File: config.mk
export PLATFORM = sky130hd
export DESIGN_NAME = sha1_msg_schedule
export DESIGN_NICKNAME = d
export VERILOG_FILES = /design/src/rtl/sha1_msg_schedule.sv
export SDC_FILE = /design/constraint.sdc
export NUM_CORES = 1
export LEC_CHECK = 0
export CORE_MARGIN = 3
export CORE_UTILIZATION = 45
export CTS_BUF_LIST = sky130_fd_sc_hd__clkbuf_4
export DETAILED_ROUTE_END_ITERATION = 12
export HOLD_SLACK_MARGIN = 0.12
export PLACE_DENSITY = 0.76
export REMOVE_ABC_BUFFERS = 1
export SETUP_SLACK_MARGIN = 0.05
export SYNTH_ARGS = -nofsm -noshare
export SYNTH_HDL_FRONTEND = slang
export SYNTH_SLANG_ARGS = --single-unit
File: constraint.sdc
create_clock -name clk -period 2 [get_ports clk]
set_input_delay 0.5 -clock clk [delete_from_list [all_inputs] [get_ports clk]]
set_output_delay 0.5 -clock clk [all_outputs]
set_load 0.02 [all_outputs]
File: src/rtl/sha1_msg_schedule.sv
// sha1_msg_schedule: SHA-1 message schedule and round sequencer.
// Loads one 512-bit padded block and emits W0..W79 with the matching round
// index, one word per cycle. The downstream stage can hold the sequence
// with w_stall.
// Optional feature: define SHA1_SCHED_ABORT_EN to add an 'abort' input
// that drops the block in progress and returns the stage to idle.
module sha1_msg_schedule (
  input  logic         clk,
  input  logic         rst_n,
  input  logic         blk_valid,
  output logic         blk_ready,
  input  logic [511:0] blk_data,
  input  logic         w_stall,
`ifdef SHA1_SCHED_ABORT_EN
  input  logic         abort,
`endif
  output logic         w_valid,
  output logic [31:0]  w,
  output logic [6:0]   round,
  output logic         last
);

  typedef enum logic {S_IDLE, S_RUN} state_t;

  state_t      r_state;
  state_t      w_state_nxt;
  logic [31:0] r_buf [16];
  logic [6:0]  r_round;
  logic [6:0]  w_round_nxt;
  logic        r_ready;
  logic        r_wvalid;
  logic        r_last;
  logic        w_load;
  logic        w_shift;
  logic        w_abort;
  logic [31:0] w_new;

  function automatic logic [31:0] rotl1(input logic [31:0] x);
    return {x[30:0], x[31]};
  endfunction

`ifdef SHA1_SCHED_ABORT_EN
  assign w_abort = abort;
`else
  assign w_abort = 1'b0;
`endif

  // The buffer always holds W[t..t+15]; the next word uses taps t+13, t+8, t+2, t.
  assign w_new = rotl1(r_buf[13] ^ r_buf[8] ^ r_buf[2] ^ r_buf[0]);

  // Next-state and round sequencing; abort beats both stall and the final advance.
  always_comb begin
    w_state_nxt = r_state;
    w_round_nxt = r_round;
    w_load      = 1'b0;
    w_shift     = 1'b0;
    case (r_state)
      S_IDLE: begin
        if (blk_valid) begin
          w_load      = 1'b1;
          w_state_nxt = S_RUN;
          w_round_nxt = 7'd0;
        end
      end
      S_RUN: begin
        if (w_abort) begin
          w_state_nxt = S_IDLE;
          w_round_nxt = 7'd0;
        end else if (!w_stall) begin
          w_shift = 1'b1;
          if (r_round == 7'd79) begin
            w_state_nxt = S_IDLE;
            w_round_nxt = 7'd0;
          end else begin
            w_round_nxt = r_round + 7'd1;
          end
        end
      end
      default: begin
        w_state_nxt = S_IDLE;
        w_round_nxt = 7'd0;
      end
    endcase
  end

  // State, round and output flags are registered so no input reaches an output combinationally.
  always_ff @(posedge clk or negedge rst_n) begin
    if (!rst_n) begin
      r_state  <= S_IDLE;
      r_round  <= 7'd0;
      r_ready  <= 1'b1;
      r_wvalid <= 1'b0;
      r_last   <= 1'b0;
    end else begin
      r_state  <= w_state_nxt;
      r_round  <= w_round_nxt;
      r_ready  <= (w_state_nxt == S_IDLE);
      r_wvalid <= (w_state_nxt == S_RUN);
      r_last   <= (w_state_nxt == S_RUN) && (w_round_nxt == 7'd79);
    end
  end

  // 16-word schedule buffer: parallel load on accept, shift-and-append on advance.
  always_ff @(posedge clk or negedge rst_n) begin
    if (!rst_n) begin
      for (int i = 0; i < 16; i++) begin
        r_buf[i] <= 32'd0;
      end
    end else if (w_load) begin
      for (int i = 0; i < 16; i++) begin
        r_buf[i] <= blk_data[511 - 32*i -: 32];
      end
    end else if (w_shift) begin
      for (int i = 0; i < 15; i++) begin
        r_buf[i] <= r_buf[i+1];
      end
      r_buf[15] <= w_new;
    end
  end

  assign blk_ready = r_ready;
  assign w_valid   = r_wvalid;
  assign w         = r_buf[0];
  assign round     = r_round;
  assign last      = r_last;

endmodule
==> results of run 1 <==
## what timing repair did
item,CTS,global route
hold buffers,419,1
gates resized for setup,263,1
hold endpoints to repair,938,1
buffers inserted,37,18
setup endpoints to repair,42,42
## layout by cell type (no fill, tap or decap), types with 2 or more instances in the layout
cell                              Yosys  layout
sky130_fd_sc_hd__a21oi_1              2       2
sky130_fd_sc_hd__a31oi_1            482     481
sky130_fd_sc_hd__buf_12               0      75
sky130_fd_sc_hd__buf_4               51     168
sky130_fd_sc_hd__buf_6                2      42
sky130_fd_sc_hd__bufinv_16            0       3
sky130_fd_sc_hd__clkbuf_4             0     216
sky130_fd_sc_hd__clkdlybuf4s50_1      0     514
sky130_fd_sc_hd__clkinv_1             0      19
sky130_fd_sc_hd__clkinv_4             0       2
sky130_fd_sc_hd__dfrtp_1            521     512
sky130_fd_sc_hd__dfrtp_2              0       9
sky130_fd_sc_hd__diode_2              0      10
sky130_fd_sc_hd__dlygate4sd3_1        0     419
sky130_fd_sc_hd__inv_1                4       4
sky130_fd_sc_hd__inv_2                0       3
sky130_fd_sc_hd__nand2_1           1001    1001
sky130_fd_sc_hd__nand2b_1             5       3
sky130_fd_sc_hd__nand2b_4             0       2
sky130_fd_sc_hd__nand3_1              3       3
sky130_fd_sc_hd__nand4_1              2       2
sky130_fd_sc_hd__nor2_1             515     515
sky130_fd_sc_hd__nor3b_1              3       3
sky130_fd_sc_hd__o211ai_1             2       2
sky130_fd_sc_hd__o21ai_0             66      66
sky130_fd_sc_hd__o31ai_1              3       3
sky130_fd_sc_hd__xnor2_1             65      65
sky130_fd_sc_hd__xor2_1              33      33
## report_power, final
part,switching [mW],leakage [nW],internal (mW)
clock network,4.90,1.09,5.29
registers,1.88,6.61,13.0
logic,3.82,9.57,4.41
## final cells by class
| class | count | area (sq um) |
|---|---|---|
| diodes | 10 | 25.0 |
| clock buffers | 216 | 1620 |
| clock inverters | 29 | 203 |
| fillers | 3365 | 15400 |
| inverters | 4 | 15.0 |
| multi-input cells | 2193 | 10200 |
| flip-flops and latches | 522 | 13100 |
| well taps | 696 | 871 |
| repair buffers | 1219 | 12600 |
## path summary, 6_finish.rpt
check	startpoint	endpoint	slack, ns
max	blk_ready	blk_ready	-0.1
min	blk_data[378]	r_buf[378]	0.22
max reg2reg	w_valid	r_buf[226]	-0.06
min reg2reg	r_buf[60]	r_buf[92]	0.50
max in group asynchronous	rst_n	r_buf[60]	0.75
min in group asynchronous	rst_n	r_buf[422]	0.75
## metrics by stage
stage | setup TNS [ns] | utilization [%]
global route | -3.84 | 71.5
floorplan | -8562.84 | -
global placement | -45.06 | 59.4
finish | -0.519 | 71.5
CTS | -4.47 | 71.2
detailed placement | -56.39 | 59.4
## per-layer routing
layer	global-route usage (%)	up-vias	wire length, microns
met5	0	-	0
li1	-	12147	-
met4	24.3	0	6930
met3	8.13	519	8690
met1	38.2	13190	35000
met2	53.8	1906	47800
## state kept, by name, indices dropped and copies added (netlist names)
| name | cells |
|---|---|
| blk_ready | 1 |
| w | 32 |
| r_buf | 480 |
| w_valid | 1 |
| last | 1 |
| round | 7 |
## kinds of logic (layout without fill, tap and decap cells)
kind of cell	Yosys count	count (layout)	share of synthesized area (%)
AO/OA/AOI/OAI	559	559	13.9
XOR/XNOR	98	98	3.49
adder cells (fa/ha/maj)	1	1	0.0508
buffers and inverters	265	1468	5.78
flip-flops	522	522	53.1
other	0	10	0
AND/OR/NAND/NOR	1535	1535	23.7
==> summary.md, run 1 <==
| Metric | Value |
|---|---|
| Die height | 240 microns |
| Total number of cells along the worst setup path | 1 |
| Share of synthesized area occupied by flip-flops and latches | 53.1% |
| Clock Pin Slew Worst Setup and Hold Paths | 0.07 ns |
| PwrDens | 865 nW/um^2 |
| Top-area cell type share of the netlist area | 53.0% |
| Maximum fanout encountered on the critical timing path | 1 |
| Final Skew | 0.0513 ns |
| Initial DRC count | 2826 |
| Initial antenna violation count | 9 |
| Placed instance area | 32000 sq um |
| Result of the run | finished, violations left |
| Max Buffers Root-to-Sink | 3 |
| Number of max-slew violations in the final report | 0 |
| Period utilization | 105% |
| Headroom to the max-slew limit | 69.2% |
| Worst setup SP type | flip-flop |
| Sink Count | 522 |
| Number of storage elements in the synthesis netlist | 522 |
| Overall fraction of global-route tracks in use | 33.1% |
| Die footprint | 57500 sq um |
| Routed via count divided by cell count | 5.68 |
| Post-route standard cell area excluding fillers | 38600 sq um |
| Slew @ Worst Pin | 0.462 ns |
| Via count of the first global-routing pass | 28571 |
| Maximum VDD drop | 651 uV |
| Commonest register cell after synthesis | sky130_fd_sc_hd__dfrtp_1 |
| Count of buffer and inverter cells on the critical path | 1 |
| Crit path DAT | 1.60 ns |
| Minimum clock period after layout | 2.10 ns |
| Worst hold slack after final layout | 0.217 ns |
| Largest stage delay on the critical path | 0.54 ns |
| Leakage power summed over all cells | 17.3 nW |
| Power Total | 33.3 mW |
| CTS Buf Count | 143 |
| Fraction of layout instances using a drive strength above 1 | 12.6% |
| First-pass GRT wire length | 150000 microns |
| Htree depth | 4 |
| Synth-to-Final Area Change | 56.6% |
| Std cell rows | 85 |
| Total gr overflow | 0 |
| Achievable Freq | 476 MHz |
| Number of placed instances with taps included | 4159 |
| EDFF count, synth | 0 |
| Total I/O pin count | 558 |
| Pre-Repair DR Iteration Count | 6 |
| Cell types with the largest area share after synthesis | sky130_fd_sc_hd__dfrtp_1 53%, sky130_fd_sc_hd__nand2_1 15%, sky130_fd_sc_hd__a31oi_1 12%, sky130_fd_sc_hd__nor2_1 7.9%, sky130_fd_sc_hd__buf_2 3.6% |
| Final cell count without fillers | 4889 |
| Largest net degree at the start of global routing | 57 |
| Crit-path cells | buf_6 |
| Gate family responsible for the most delay along the worst path | flip-flops |
| Worst r2r path cells | 8 |
| Avg Inst Size Synth | 8.26 sq um |
| Clk Latency, worst-skew pair | 0.95 ns |
| Number of remaining DRC errors | 0 |
| Worst-path cell with the longest stage delay | sky130_fd_sc_hd__dfstp_2 |
| Via total after detailed routing | 27762 |
| Instance count along the most critical hold path | 3 |
| Horizontal die dimension | 240 microns |
| Total standard cell area after synthesis | 24600 sq um |
| Initial core utilization | 45.6% |
| Proportion of register bits with asynchronous set or reset after synthesis | 100% |
| Violations in the final reports | setup timing |
| Number of instances in the synthesized netlist | 2980 |
| Clock root buffer | sky130_fd_sc_hd__clkbuf_4 |
| Placed wire-length estimate after detailed placement | 55600 microns |
| Net count of the finished layout | 4600 |
| CTS tree | done |
| Final WL | 98500 microns |
| Max-cap violations | 0 |
| Last weighted congestion value of the routability-driven placer | 0.918 |
| Synthesis warning total | 0 |
| Library cell occupying the most area in the post-synthesis netlist | sky130_fd_sc_hd__dfrtp_1 |
| Kind of end point of the critical path | output port |
| Core region area | 53900 sq um |
| Antenna-violating nets left | 0 |
| Required time of the critical path | 1.50 ns |
| Final WS setup | -0.0990 ns |
| Count of endpoints failing hold in the final timing report | 0 |
| IO buf count | 557 |
| Finish-stage setup viols | 20 |
| Class of the tightest hold or removal check | in2reg |
| Most common cell in the netlist | sky130_fd_sc_hd__nand2_1 |
| Setup slack at placement | -0.198 ns |
| Ranking of synthesized cells by instance count | 1001 x sky130_fd_sc_hd__nand2_1, 521 x sky130_fd_sc_hd__dfrtp_1, 515 x sky130_fd_sc_hd__nor2_1 |
| Number of distinct library cells after synthesis | 30 |
| Mean routed wirelength per cell | 20.1 microns |
| RSZ-0062 raised after global routing | true |
| Worst Path Class, Setup | reg2out |
No activity file was read; power rests on OpenSTA's default activity.
==> run 2, diff against run 1 <==
--- a/config.mk
+++ b/config.mk
@@ -6,4 +6,5 @@
 export NUM_CORES = 1
 export LEC_CHECK = 0
+export CAP_MARGIN = 20
 export CORE_MARGIN = 3
 export CORE_UTILIZATION = 45
@@ -11,5 +12,5 @@
 export DETAILED_ROUTE_END_ITERATION = 12
 export HOLD_SLACK_MARGIN = 0.12
-export PLACE_DENSITY = 0.76
+export PLACE_DENSITY = 0.72
 export REMOVE_ABC_BUFFERS = 1
 export SETUP_SLACK_MARGIN = 0.05
==> constraint.sdc (replaced) <==
create_clock -name clk -period 2 [get_ports clk]
set_input_delay 0.4 -clock clk [delete_from_list [all_inputs] [get_ports clk]]
set_output_delay 0.4 -clock clk [all_outputs]
set_load 0.02 [all_outputs]
==> summary.md, run 2 (synthesized netlist as in run 1, its figures left out) <==
| Metric | Value |
|---|---|
| Result of the run | finished clean |
| Synth-to-Final Area Change | 57.1% |
| PwrDens | 860 nW/um^2 (-0.51%) |
| Sink Count | 522 (unchanged) |
| Final-layout fill cell count | 3475 (+3.3%) |
| Number of remaining DRC errors | 0 (unchanged) |
| End-of-flow core utilization | 71.7% (+0.22 points) |
| Via count of the first global-routing pass | 28765 (+0.68%) |
| Internal Dissipation | 22.6 mW (-0.74%) |
| Net switching fraction of the power | 32.2% (+0.36 points) |
| Initial antenna violation count | 10 (+1) |
| Mean routed wirelength per cell | 20.2 microns (+0.53%) |
| Achievable Freq | 507 MHz (+6.5%) |
| Period utilization | 98.6% (-6.4 points) |
| IO buf count | 557 (unchanged) |
| Horizontal die dimension | 240 microns (unchanged) |
| Crit path DAT | 1.57 ns (-0.03 ns) |
| Worst setup SP type | flip-flop |
| Slew @ Worst Pin | 0.526 ns (+0.0638 ns) |
| First-pass GRT wire length | 152000 microns (+1.2%) |
| Required time of the critical path | 1.60 ns (+0.10 ns) |
| Std cell rows | 85 (unchanged) |
| Largest net degree at the start of global routing | 65 (+14%) |
| Leakage power summed over all cells | 17.2 nW (-0.45%) |
| Initial DRC count | 2741 (-3.0%) |
| Htree depth | 4 (unchanged) |
| Sequential Power Share | 45.0% (+0.3 points) |
| Power spent charging and discharging nets | 10.7 mW (+0.94%) |
| RSZ-0062 raised after global routing | true |
| Count of buffer and inverter cells on the critical path | 1 (unchanged) |
| Die footprint | 57500 sq um (unchanged) |
| Routed via count divided by cell count | 5.66 (-0.35%) |
| Core region area | 53900 sq um (unchanged) |
| Max Buffers Root-to-Sink | 3 (unchanged) |
| Count of endpoints failing hold in the final timing report | 0 (unchanged) |
| Maximum fanout encountered on the critical timing path | 1 (unchanged) |
| Placed wire-length estimate after detailed placement | 56800 microns (+2.1%) |
| Initial core utilization | 45.6% (unchanged) |
| Number of placed instances with taps included | 4090 (-1.7%) |
| Worst Path Class, Setup | reg2out |
| CTS tree | done |
| Kind of end point of the critical path | output port |
| Net count of the finished layout | 4616 (+0.35%) |
| Register with the highest flop count | r_buf |
| Fraction of layout instances using a drive strength above 1 | 10.6% (-2.0 points) |
| CTS Buf Count | 141 (-1.4%) |
| Crit-path cells | buf_6 |
| Headroom to the max-slew limit | 64.8% (-4.4 points) |
| Die height | 240 microns (unchanged) |
| Finish-stage setup viols | 0 (-100%) |
| Largest stage delay on the critical path | 0.53 ns (about the same) |
| Max FFs per register | 480 (unchanged) |
| Clock Pin Slew Worst Setup and Hold Paths | 0.06 ns (about the same) |
| Commonest non-fill, non-tap cell in the layout | sky130_fd_sc_hd__nand2_1 |
| Antenna-violating nets left | 0 (unchanged) |
| Clock root buffer | sky130_fd_sc_hd__clkbuf_4 |
| Clock network fraction of design power | 29.9% (-0.7 points) |
| Top library cells by usage in the layout, fill and taps aside | 1001 x sky130_fd_sc_hd__nand2_1, 515 x sky130_fd_sc_hd__nor2_1, 514 x sky130_fd_sc_hd__dlygate4sd3_1, 514 x sky130_fd_sc_hd__clkdlybuf4s50_1, 511 x sky130_fd_sc_hd__dfrtp_1 |
| Final cell count without fillers | 4908 (+0.39%) |
| Class of the tightest hold or removal check | in2reg |
| Total I/O pin count | 558 (unchanged) |
| Fraction of power consumed by combinational cells | 25.1% (+0.4 points) |
| Maximum VDD drop | 565 uV (-13%) |
| Max-cap violations | 0 (unchanged) |
| Pre-Repair DR Iteration Count | 9 (+3) |
| Summed negative setup slack over all endpoints | 0 ns (+0.519 ns) |
| Overall fraction of global-route tracks in use | 33.7% (+0.64 points) |
| Clk Latency, worst-skew pair | 0.96 ns (about the same) |
| Gate family responsible for the most delay along the worst path | flip-flops |
| Minimum clock period after layout | 1.97 ns (-0.128 ns) |
| Via total after detailed routing | 27771 (+0.032%) |
| Number of max-slew violations in the final report | 0 (unchanged) |
| Final WL | 99400 microns (+0.92%) |
| Last weighted congestion value of the routability-driven placer | 0.885 (-3.5%) |
| Final Skew | 0.0603 ns (+0.00896 ns) |
| Total gr overflow | 0 (unchanged) |
| Worst-path cell with the longest stage delay | sky130_fd_sc_hd__dfstp_2 |
run 2: final cells by class:
class                   count  area (sq um)  area share, %
multi-input cells        2193         10100           26.2
clock buffers             206          1550           4.00
diodes                     13          32.5         0.0841
clock inverters            37           234          0.605
flip-flops and latches    522         13100           33.8
well taps                 696           871           2.25
inverters                   4          15.0         0.0388
repair buffers           1237         12700           33.0
run 2: power groups by stage:
stage	combinational, mW	sequential, mW	clock [mW]
2_1_floorplan	3.87	14.8	0
4_1_cts	8.00	14.8	9.95
3_3_place_gp	6.52	14.9	0
6_report	8.36	15.0	9.95
5_1_grt	9.06	15.1	10.7
3_5_place_dp	6.74	15.0	0
run 2: timing repair:
item | 4_1_cts | 5_1_grt
gates resized for setup | 264 | 1
setup endpoints to repair | 42 | 42
cloned | 0 | 0
endpoints found under the hold margin | 1034 | 0
setup buffers | 39 | 8
hold buffers | 515 | 0
run 2: worst paths after layout:
kind,cells past startpoint,slack [ns],endpoint,start
min in group asynchronous,4,0.78,r_buf[336],rst_n
setup / recovery,1,0.03,blk_ready,blk_ready
hold reg to reg,2,0.49,w[6],r_buf[454]
max in group asynchronous,4,0.76,r_buf[276],rst_n
hold / removal,4,0.44,round[2],w_stall
setup reg to reg,7,0.15,w[14],w_valid
run 2: stage by stage:
stage	area [sq um]	total power, mW	hold WS, ns	setup slack [ns]
after floorplan	23200	18.6	0.104	-17.36
after detailed placement	31300	21.7	0.412	-0.0571
final	38700	33.3	0.443	0.0288
after global placement	31300	21.4	0.406	-0.0958
after global routing	38700	34.9	0.393	-0.0588
after CTS	38600	32.7	0.309	-0.0925
run 2: worst register-to-register path, delay by kind of cell (launching register included):
kind	cells	cell delay, ns
compound gates	1	0.27
buf+inv	4	0.81
flops	1	0.41
simple gates	2	0.28
run 2: metal layers:
metal	part of all wire, %	wire [microns]	vias to the layer above	global-route usage [%]
met1	36	36200	13156	39.0
met3	8.8	8750	523	8.75
met2	48	47600	1910	55.1
met5	0.016	16	-	0
met4	6.8	6720	4	23.3
li1	-	-	12178	-
